--- src/rtl/mod_updown_counter.sv ---
// mod_updown_counter: parametrised up/down counter with programmable modulus,
// wrap or saturate behaviour at the limits, synchronous load/clear and a
// registered one-cycle limit-event flag.
//
// The next value is formed at WIDTH+1 bits and checked against MAX_VALUE
// explicitly. This way a modulus smaller than 2**WIDTH wraps correctly and the
// stored count can never exceed MAX_VALUE.
module mod_updown_counter #(
    parameter int unsigned     WIDTH     = 8,
    parameter longint unsigned MAX_VALUE = (64'd1 << WIDTH) - 64'd1,
    parameter bit              SATURATE  = 1'b0
) (
    input  logic             clock,
    input  logic             reset_n,
    input  logic             clear,
    input  logic             load,
    input  logic [WIDTH-1:0] load_value,
    input  logic             enable,
    input  logic             up_down,
    output logic [WIDTH-1:0] counter_out,
    output logic             wrapped,
    output logic             at_max,
    output logic             at_min
);

    // Limit held one bit wider than the count so every comparison is lossless.
    localparam logic [WIDTH:0] MAX_EXT = MAX_VALUE[WIDTH:0];
    localparam logic [WIDTH:0] ONE_EXT = {{WIDTH{1'b0}}, 1'b1};

    logic [WIDTH-1:0] count_q;
    logic [WIDTH-1:0] count_d;
    logic             wrapped_q;
    logic             wrapped_d;

    logic [WIDTH:0]   cnt_ext_s;
    logic [WIDTH:0]   load_ext_s;
    logic [WIDTH:0]   inc_s;
    logic [WIDTH:0]   dec_s;

    assign cnt_ext_s  = {1'b0, count_q};
    assign load_ext_s = {1'b0, load_value};
    assign inc_s      = cnt_ext_s + ONE_EXT;
    assign dec_s      = cnt_ext_s - ONE_EXT;

    // Next-state selection: clear, then load, then enable, otherwise hold.
    always_comb begin
        count_d   = count_q;
        wrapped_d = 1'b0;
        if (clear) begin
            count_d   = {WIDTH{1'b0}};
            wrapped_d = 1'b0;
        end else if (load) begin
            // Values above the modulus are clamped, never stored raw.
            if (load_ext_s > MAX_EXT) begin
                count_d = MAX_EXT[WIDTH-1:0];
            end else begin
                count_d = load_value;
            end
            wrapped_d = 1'b0;
        end else if (enable) begin
            if (up_down) begin
                // >= rather than == so a corrupted count above the limit recovers.
                if (cnt_ext_s >= MAX_EXT) begin
                    wrapped_d = 1'b1;
                    if (SATURATE) begin
                        count_d = MAX_EXT[WIDTH-1:0];
                    end else begin
                        count_d = {WIDTH{1'b0}};
                    end
                end else begin
                    count_d   = inc_s[WIDTH-1:0];
                    wrapped_d = 1'b0;
                end
            end else begin
                if (cnt_ext_s == {(WIDTH+1){1'b0}}) begin
                    wrapped_d = 1'b1;
                    if (SATURATE) begin
                        count_d = {WIDTH{1'b0}};
                    end else begin
                        count_d = MAX_EXT[WIDTH-1:0];
                    end
                end else if (cnt_ext_s > MAX_EXT) begin
                    // Out-of-range count: pull back inside the modulus.
                    count_d   = MAX_EXT[WIDTH-1:0];
                    wrapped_d = 1'b0;
                end else begin
                    count_d   = dec_s[WIDTH-1:0];
                    wrapped_d = 1'b0;
                end
            end
        end else begin
            count_d   = count_q;
            wrapped_d = 1'b0;
        end
    end

    // State register with synchronous active-low reset.
    always_ff @(posedge clock) begin
        if (!reset_n) begin
            count_q   <= {WIDTH{1'b0}};
            wrapped_q <= 1'b0;
        end else begin
            count_q   <= count_d;
            wrapped_q <= wrapped_d;
        end
    end

    assign counter_out = count_q;
    assign wrapped     = wrapped_q;
    assign at_max      = (count_q == MAX_EXT[WIDTH-1:0]);
    assign at_min      = (count_q == {WIDTH{1'b0}});

endmodule
--- config.mk ---
export PLATFORM = sky130hd
export DESIGN_NAME = mod_updown_counter
export DESIGN_NICKNAME = d
export VERILOG_FILES = /design/src/rtl/mod_updown_counter.sv
export SDC_FILE = /design/constraint.sdc
export NUM_CORES = 1
export LEC_CHECK = 0
export BUFFER_PORTS_ARGS = -buffer_cell sky130_fd_sc_hd__clkbuf_2
export CAP_MARGIN = 40
export CORE_UTILIZATION = 57
export CTS_BUF_LIST = sky130_fd_sc_hd__clkbuf_4 sky130_fd_sc_hd__clkbuf_8
export CTS_CLUSTER_DIAMETER = 60
export DETAILED_ROUTE_END_ITERATION = 16
export PLACE_DENSITY = 0.86
export REMOVE_ABC_BUFFERS = 1
export SETUP_SLACK_MARGIN = 0.5
export SKIP_CTS_REPAIR_TIMING = 1
export SYNTH_ARGS = -nofsm -noshare
export SYNTH_HDL_FRONTEND = slang
export SYNTH_SLANG_ARGS = --single-unit
export TNS_END_PERCENT = 10
--- constraint.sdc ---
create_clock -name clock -period 2.9 [get_ports clock]
set_clock_uncertainty 0.2 [all_clocks]
set_input_delay 0.145 -clock clock [delete_from_list [all_inputs] [get_ports clock]]
set_output_delay 0.145 -clock clock [all_outputs]
set_load 0.05 [all_outputs]
# --- After elaboration in Yosys (flattened, before gate mapping) ---
# Index checks and enable logic that the tools add are counted.
totals:
  register_bits: 9
  input_bits: 14
  out_inout_bits: 11
classes:
  reduce_logical: 5
  eq_ne: 1
  mux: 10
  addsub: 2
  bitwise_logic: 2
  magnitude_cmp: 3
ops:
  columns: ["cell", "n"]
  rows:
  - ["$mux 8", 7]
  - ["$gt 8x8->1 const B", 2]
  - ["$logic_not 9->1", 1]
  - ["$add 8x1->8 const B", 1]
  - ["$eq 8x8->1 const B", 1]
  - ["$ge 8x8->1 const B", 1]
  - ["$logic_not 8->1", 1]
  - ["$sub 8x1->8 const B", 1]
  - ["$reduce_or 4->1", 1]
  - ["$mux 1", 3]
  - ["$not 1->1", 2]
  - ["$reduce_bool 2->1", 1]
  - ["$reduce_or 2->1", 1]

# --- Depth between registers and ports, before layout ---
# Gate-level depths: netlist (run 1).
logic_depth:
  word_depth: 6
  depth_mapped: 6
  mapped_depth_nobuf: 6

# --- Least setup slack after synthesis (run 1) ---
# No wires, ideal clock.
synth_path:
  path_type: "flip-flop to flip-flop"
  from: "register count_q[1], in the netlist counter_out[1]"
  to: "register wrapped_q, in the netlist wrapped"
  t_arrival_ns: 2.166
  t_required_ns: 2.633
  path_slack_ns: 0.467
  path_stages_with_launch: 6
  cell_sequence: "dfxtp_1 > ha_1 > nand3_1 > nor2_1 > mux2i_1 > nor2_1"
synth_between:
  elab_chain_len: 3
  word_cells_on_any_way: 5
  cone_classes: "1 x order compare; 3 x mux; 1 x reduce/logical"
synth_rtl:
  columns: ["item", "line_no", "source"]
  rows:
  - ["start, declared", "30", "logic [WIDTH-1:0] count_q;"]
  - ["start signal, assigned", "100", "count_q <= {WIDTH{1'b0}};"]
  - ["start signal, assigned", "103", "count_q <= count_d;"]
  - ["$ge 8x8->1 or $logic_not 9->1 (tied branches)", "63, 75", null]
  - ["$mux 1 (on tied branches)", "63, 75", null]
  - ["$mux 1 *", "61", "if (up_down) begin"]
  - ["end signal, assigned", "104", "wrapped_q <= wrapped_d;"]
  - ["end, declared", "32", "logic wrapped_q;"]
# Every way passes the cells marked *; elsewhere a longest branch is shown, timed or not.
# A chain may end at the register's enable or synchronous reset.

# --- Worst setup path after layout (run 1) ---
layout_path:
  from: "register count_q[0], in the netlist counter_out[0]"
  to: "output at_min"
layout_between:
  elab_chain_len: 1
layout_rtl:
  columns: ["item", "line_no", "source"]
  rows:
  - ["$logic_not 8->1", "111", "assign at_min = (count_q == {WIDTH{1'b0}});"]
  - ["end, declared", "23", "output logic at_min"]
# Every way passes these cells.

==> metrics.csv, run 1 <==
stage;metric;value;unit
timing;max_freq;448;MHz
clock_network;numCtsBuffers;3;
timing;min_period;2230;ps
min_path;hold_end;counter_out[6];
critical_path;path_delay_family;simple AND/OR/NAND/NOR gates;
finish;final_layout_size_suffix_gt1_share;24.6;%
routing;drt_iter0_markers;28;
finish;final_common_cell;clkbuf_2;
critical_path;end_kind;output port;
critical_path;crit_slowest_cell;dfxtp_1;
placed_design;io_buffer_count;24;
clock_network;clock-sinks;9;
synthesis;synthArstFlopShare;0;%
finish;final_net_count;156;
critical_path;cp_cell_sequence;inv_1 > ha_1 > nor4b_4 > and2_1 > clkbuf_2;
power_and_ir_drop;powerDensity;376;nW/um^2
critical_path;required;2560;ps
clock_network;cts_tree;done;
flow_run;drv_cap;0;
critical_path;crit_fanout;7;
global_route;antenna_found_initial;0;
timing;rsz0062_at_grt;false;
routing;drc;0;
synthesis;avgSynthCellArea;7.74;sq um
synthesis;ys.flop_type;dfxtp_1;
min_path;whs_path_depth;3;
timing;slew_viol_final;0;
timing;setup_tns;0;ps
die;rows;13;
routing;wire_per_inst;14.7;microns
timing;setup_viol;0;
timing;period_share;77.0;%
synthesis;synth_edf_count;0;
clock_network;root_buffer;clkbuf_4;
critical_path;start_kind;register;
global_route;grt_pass1_vias;855;
min_path;min_from;load_value[6];
timing;timing.hold.ws;-27.5;ps
routing;ant_nets;0;
synthesis;synth.distinct_cells;48;
synthesis;syn-instance-count;116;
finish;n_antenna_cell;0;
clock_network;htreeDepth;1;
run_status;violations;negative hold slack;
critical_path;path_class;reg2out;
finish;mostFrequentLayoutCells;24 x clkbuf_2, 12 x a21oi_1, 9 x dfxtp_1;
global_route;grt_pass1_wl;3.83;mm
placed_design;hpwl;1.64;mm
timing;slew_headroom;64.3;%
power_and_ir_drop;vdd_drop_max;0.000265;V
finish;areaGrowthSynthToFinish;16.7;%
critical_path;rrSetupSlack;930;ps
clock_network;clk_pin_slew_worst_paths;70;ps
critical_path;reg2reg_from;counter_out[0];
timing;worstMarginPinSlew;535;ps
routing;num_vias;1002;
power_and_ir_drop;leakage;0.410;nW
global_route;grt_usage;28.0;%
critical_path;slowest_delay;380;ps
die;die_area;1740;sq um
global_route;overflow;0;
critical_path;worstReg2RegEnd;counter_out[0];
die;initial_utilization;65.0;%
run_status;status;finished, violations left;
synthesis;yosysSeqAreaShare;20.1;%
die;io_pins;25;
timing;setup_ws;667;ps
critical_path;path_buf_inv;2;
min_path;worstHoldPathType;in2reg;
clock_network;clk_latency;280;ps
placed_design;place.gp.congestion;0.936;
critical_path;cp.arrival;1890;ps
placed_design;detailedPlace.worstSlack;964;ps
synthesis;synthesis.area;898;sq um
die;die_h;41.7;microns
global_route;grt_max_degree;21;
die;fp.dieW;41.7;microns
timing;hold_viol;3;
synthesis;synth-seq-cells;9;
routing;first_pass_iters;4;
synthesis;yosysWarnings;0;
finish;fin_util;75.8;%
die;core;1380;sq um
finish;fillCellCount;99;
clock_network;cts_buffer_depth;2;
routing;vias_per_cell;6.55;
routing;routed_wl;2.24;mm
critical_path;r2r_cells;6;
per-layer routing:
layer | part of all wire, % | wire length, microns | track usage, %
met3 | 5.9 | 133 | 5.22
met4 | 2.1 | 48 | 14.2
met2 | 46 | 1040 | 40.0
met5 | 0 | 0 | 0
met1 | 46 | 1030 | 39.7
worst register-to-register path, cell delays in order, from the launching register on:
cell and delay (ps):
dfxtp_1 380, inv_1 170, ha_1 170, nor4b_4 360, a21oi_1 120, a221o_1 370
a21oi_1 150
power by group:
part / switching (mW) / leakage [nW] / internal, mW
clock network: 0.0552 / 0.0184 / 0.0628
registers: 0.0151 / 0.0734 / 0.129
logic: 0.0815 / 0.318 / 0.0503
stage by stage:
stage          instances  power, mW  instance area (sq um)  hold slack [ps]
2_1_floorplan        107      0.235                    850             56.2
3_3_place_gp         146      0.272                    988              178
3_5_place_dp         146      0.274                    988              190
4_1_cts              150      0.387                   1020            -97.1
5_1_grt              153      0.412                   1050             14.0
6_report             153      0.394                   1050            -27.5
worst max path at each step:
stage	startpoint	end	depth (start not counted)	slack, ps
2_1_floorplan	counter_out[1]	wrapped	5	470
4_1_cts	counter_out[0]	at_min	5	680
6_report	counter_out[0]	at_min	5	670
3_3_place_gp	counter_out[0]	counter_out[0]	6	1010
3_5_place_dp	counter_out[0]	counter_out[0]	6	960
5_1_grt	counter_out[0]	at_min	5	560
flip-flops by register name (all words and copies together), names as in the netlist:
name and cells:
counter_out 8, wrapped 1
final cells by class:
| type | instances | area (sq um) | area share [%] |
|---|---|---|---|
| Multi-Input combinational cell | 90 | 639 | 61.0 |
| Sequential cell | 9 | 180 | 17.2 |
| Timing Repair Buffer | 27 | 150 | 14.3 |
| Clock buffer | 4 | 30.0 | 2.86 |
| Inverter | 8 | 30.0 | 2.86 |
| Tap cell | 15 | 18.8 | 1.79 |
cell usage after synthesis (2+ instances only):
cell	n	area (sq um)
ha_1	3	37.5
a21oi_1	12	60.1
clkbuf_1	3	11.3
a221oi_1	2	17.5
o31ai_1	2	15.0
inv_1	7	26.3
o21ai_0	6	30.0
mux2i_1	2	20.0
nor3b_1	2	15.0
dfxtp_1	9	180
a211oi_1	2	15.0
a31oi_1	2	12.5
and2_1	2	12.5
nand3_1	3	15.0
buf_2	3	15.0
o221ai_1	2	17.5
nand2b_1	2	12.5
nor2b_1	6	37.5
o21a_1	3	22.5
o211ai_1	2	15.0
nor2_1	4	15.0
nand2_1	6	22.5
a311oi_1	2	17.5
nor3_1	5	25.0
logic make-up after synthesis:
logic type | share of synthesized area, %
AND/OR/NAND/NOR | 31.1
XOR/XNOR | 0.975
AO/OA/AOI/OAI | 32.7
flip-flops | 20.1
buffers and inverters | 8.77
adder cells (fa/ha/maj) | 4.18
multiplexers | 2.23
No activity file was read; power rests on OpenSTA's default activity.
==> inputs of run 2 (changes only) <==
--- a/config.mk
+++ b/config.mk
@@ -7,11 +7,11 @@
 export LEC_CHECK = 0
 export BUFFER_PORTS_ARGS = -buffer_cell sky130_fd_sc_hd__clkbuf_2
 export CAP_MARGIN = 40
-export CORE_UTILIZATION = 57
+export CORE_UTILIZATION = 48
 export CTS_BUF_LIST = sky130_fd_sc_hd__clkbuf_4 sky130_fd_sc_hd__clkbuf_8
 export CTS_CLUSTER_DIAMETER = 60
 export DETAILED_ROUTE_END_ITERATION = 16
-export PLACE_DENSITY = 0.86
+export PLACE_DENSITY = 0.77
 export REMOVE_ABC_BUFFERS = 1
 export SETUP_SLACK_MARGIN = 0.5
 export SKIP_CTS_REPAIR_TIMING = 1
==> constraint.sdc (replaced) <==
create_clock -name clock -period 1.8 [get_ports clock]
set_clock_uncertainty 0.2 [all_clocks]
set_input_delay 0.09 -clock clock [delete_from_list [all_inputs] [get_ports clock]]
set_output_delay 0.09 -clock clock [all_outputs]
set_load 0.05 [all_outputs]
==> metrics.csv, run 2 (synthesis gave the netlist of run 1 again) <==
stage;metric;value;unit
min_path;worstHoldPathType;in2reg;
power_and_ir_drop;vdd_drop_max;0.000516;V
global_route;grt_max_degree;21;
global_route;antenna_found_initial;0;
power_and_ir_drop;power;0.689;mW
clock_network;root_buffer;clkbuf_4;
critical_path;start_kind;register;
finish;fillCellCount;139;
run_status;status;finished, violations left;
finish;mostFrequentLayoutCells;17 x clkbuf_2, 17 x buf_4, 12 x a21oi_1;
clock_network;htreeDepth;1;
placed_design;detailedPlace.worstSlack;-1.07;ps
power_and_ir_drop;leakage;0.513;nW
timing;slew_headroom;72.8;%
global_route;overflow;0;
placed_design;place_area;1080;sq um
clock_network;clk_pin_slew_worst_paths;60;ps
routing;wire_per_inst;15.3;microns
timing;slew_viol_final;0;
placed_design;hpwl;1.92;mm
routing;routed_wl;2.77;mm
die;fp.dieW;45.3;microns
die;rows;15;
die;die_area;2050;sq um
finish;fin_util;71.9;%
timing;timing.hold.ws;-4.01;ps
finish;regArea;191;sq um
placed_design;io_buffer_count;24;
finish;areaGrowthSynthToFinish;39.7;%
critical_path;end_kind;output port;
routing;ant_nets;0;
finish;final_net_count;174;
timing;min_period;1840;ps
die;die_h;45.3;microns
die;initial_utilization;51.5;%
finish;fin_area;1250;sq um
critical_path;cp.arrival;1550;ps
timing;hold_viol;1;
clock_network;cts_buffer_depth;2;
die;io_pins;25;
routing;drt_iter0_markers;56;
finish;largest_register_ffs;8;
routing;num_vias;1081;
timing;period_share;102;%
routing;vias_per_cell;5.97;
finish;multi_input_area;651;sq um
placed_design;place.gp.congestion;0.958;
timing;rsz0062_at_grt;true;
global_route;grt_pass1_vias;939;
clock_network;clock-sinks;9;
critical_path;crit_fanout;6;
finish;final_layout_size_suffix_gt1_share;37.8;%
critical_path;path_class;reg2out;
global_route;grt_usage;28.1;%
run_status;violations;negative hold slack, negative setup slack;
timing;setup_ws;-37.0;ps
clock_network;clk_latency;260;ps
finish;n_antenna_cell;0;
power_and_ir_drop;powerDensity;549;nW/um^2
routing;first_pass_iters;4;
critical_path;required;1510;ps
timing;max_freq;544;MHz
global_route;grt_pass1_wl;4.11;mm
die;core;1750;sq um
flow_run;drv_cap;0;
clock_network;cts_tree;done;
clock_network;numCtsBuffers;3;
routing;drc;0;
timing;setup_viol;3;
timing;worstMarginPinSlew;405;ps
## run 2: cell count changes in the layout (fill, tap and decap cells not counted), sizes merged
cell,previous run,this run
clkbuf,28,22
dlygate4sd3,3,5
buf,0,22
## run 2: stage by stage
step                std cells  TNS (ps)
finish                    181     -66.5
CTS                       171      -309
detailed placement        167     -1.07
floorplan                 107     -3460
global placement          167         0
global route              181      -493
## run 2: worst paths after layout
path | startpoint | slack [ps] | end | cells after the start
worst max register to register | counter_out[0] | -20 | counter_out[3] | 7
worst min-delay path | load_value[1] | -4 | counter_out[1] | 4
worst min register to register | counter_out[5] | 460 | counter_out[5] | 2
worst max-delay path | counter_out[0] | -40 | at_min | 5
## run 2: per-layer routing
layer	GRT usage [%]	vias up	part of all wire, %
li1	-	523	-
met1	36.6	480	41
met2	45.2	74	47
met3	7.60	4	11
met4	7.88	0	0.76
met5	0	-	0
## run 2: report_power, final
group          leakage (nW)  switching [mW]  internal [mW]
registers            0.0761          0.0184          0.207
logic                 0.419           0.159          0.129
clock network        0.0184          0.0752          0.101
## run 2: critical path, stage by stage (launching register included)
cell and delay (ps):
dfxtp_2 340, inv_2 70, ha_1 140, nor4b_4 340, and2_4 250, buf_8 150
## run 2: final cells by class
cell class | instances | area share (%)
Multi-Input combinational cell | 90 | 51.8
Timing Repair Buffer | 45 | 25.6
Sequential cell | 9 | 15.3
Tap cell | 25 | 2.49
Clock buffer | 4 | 2.39
Inverter | 8 | 2.39
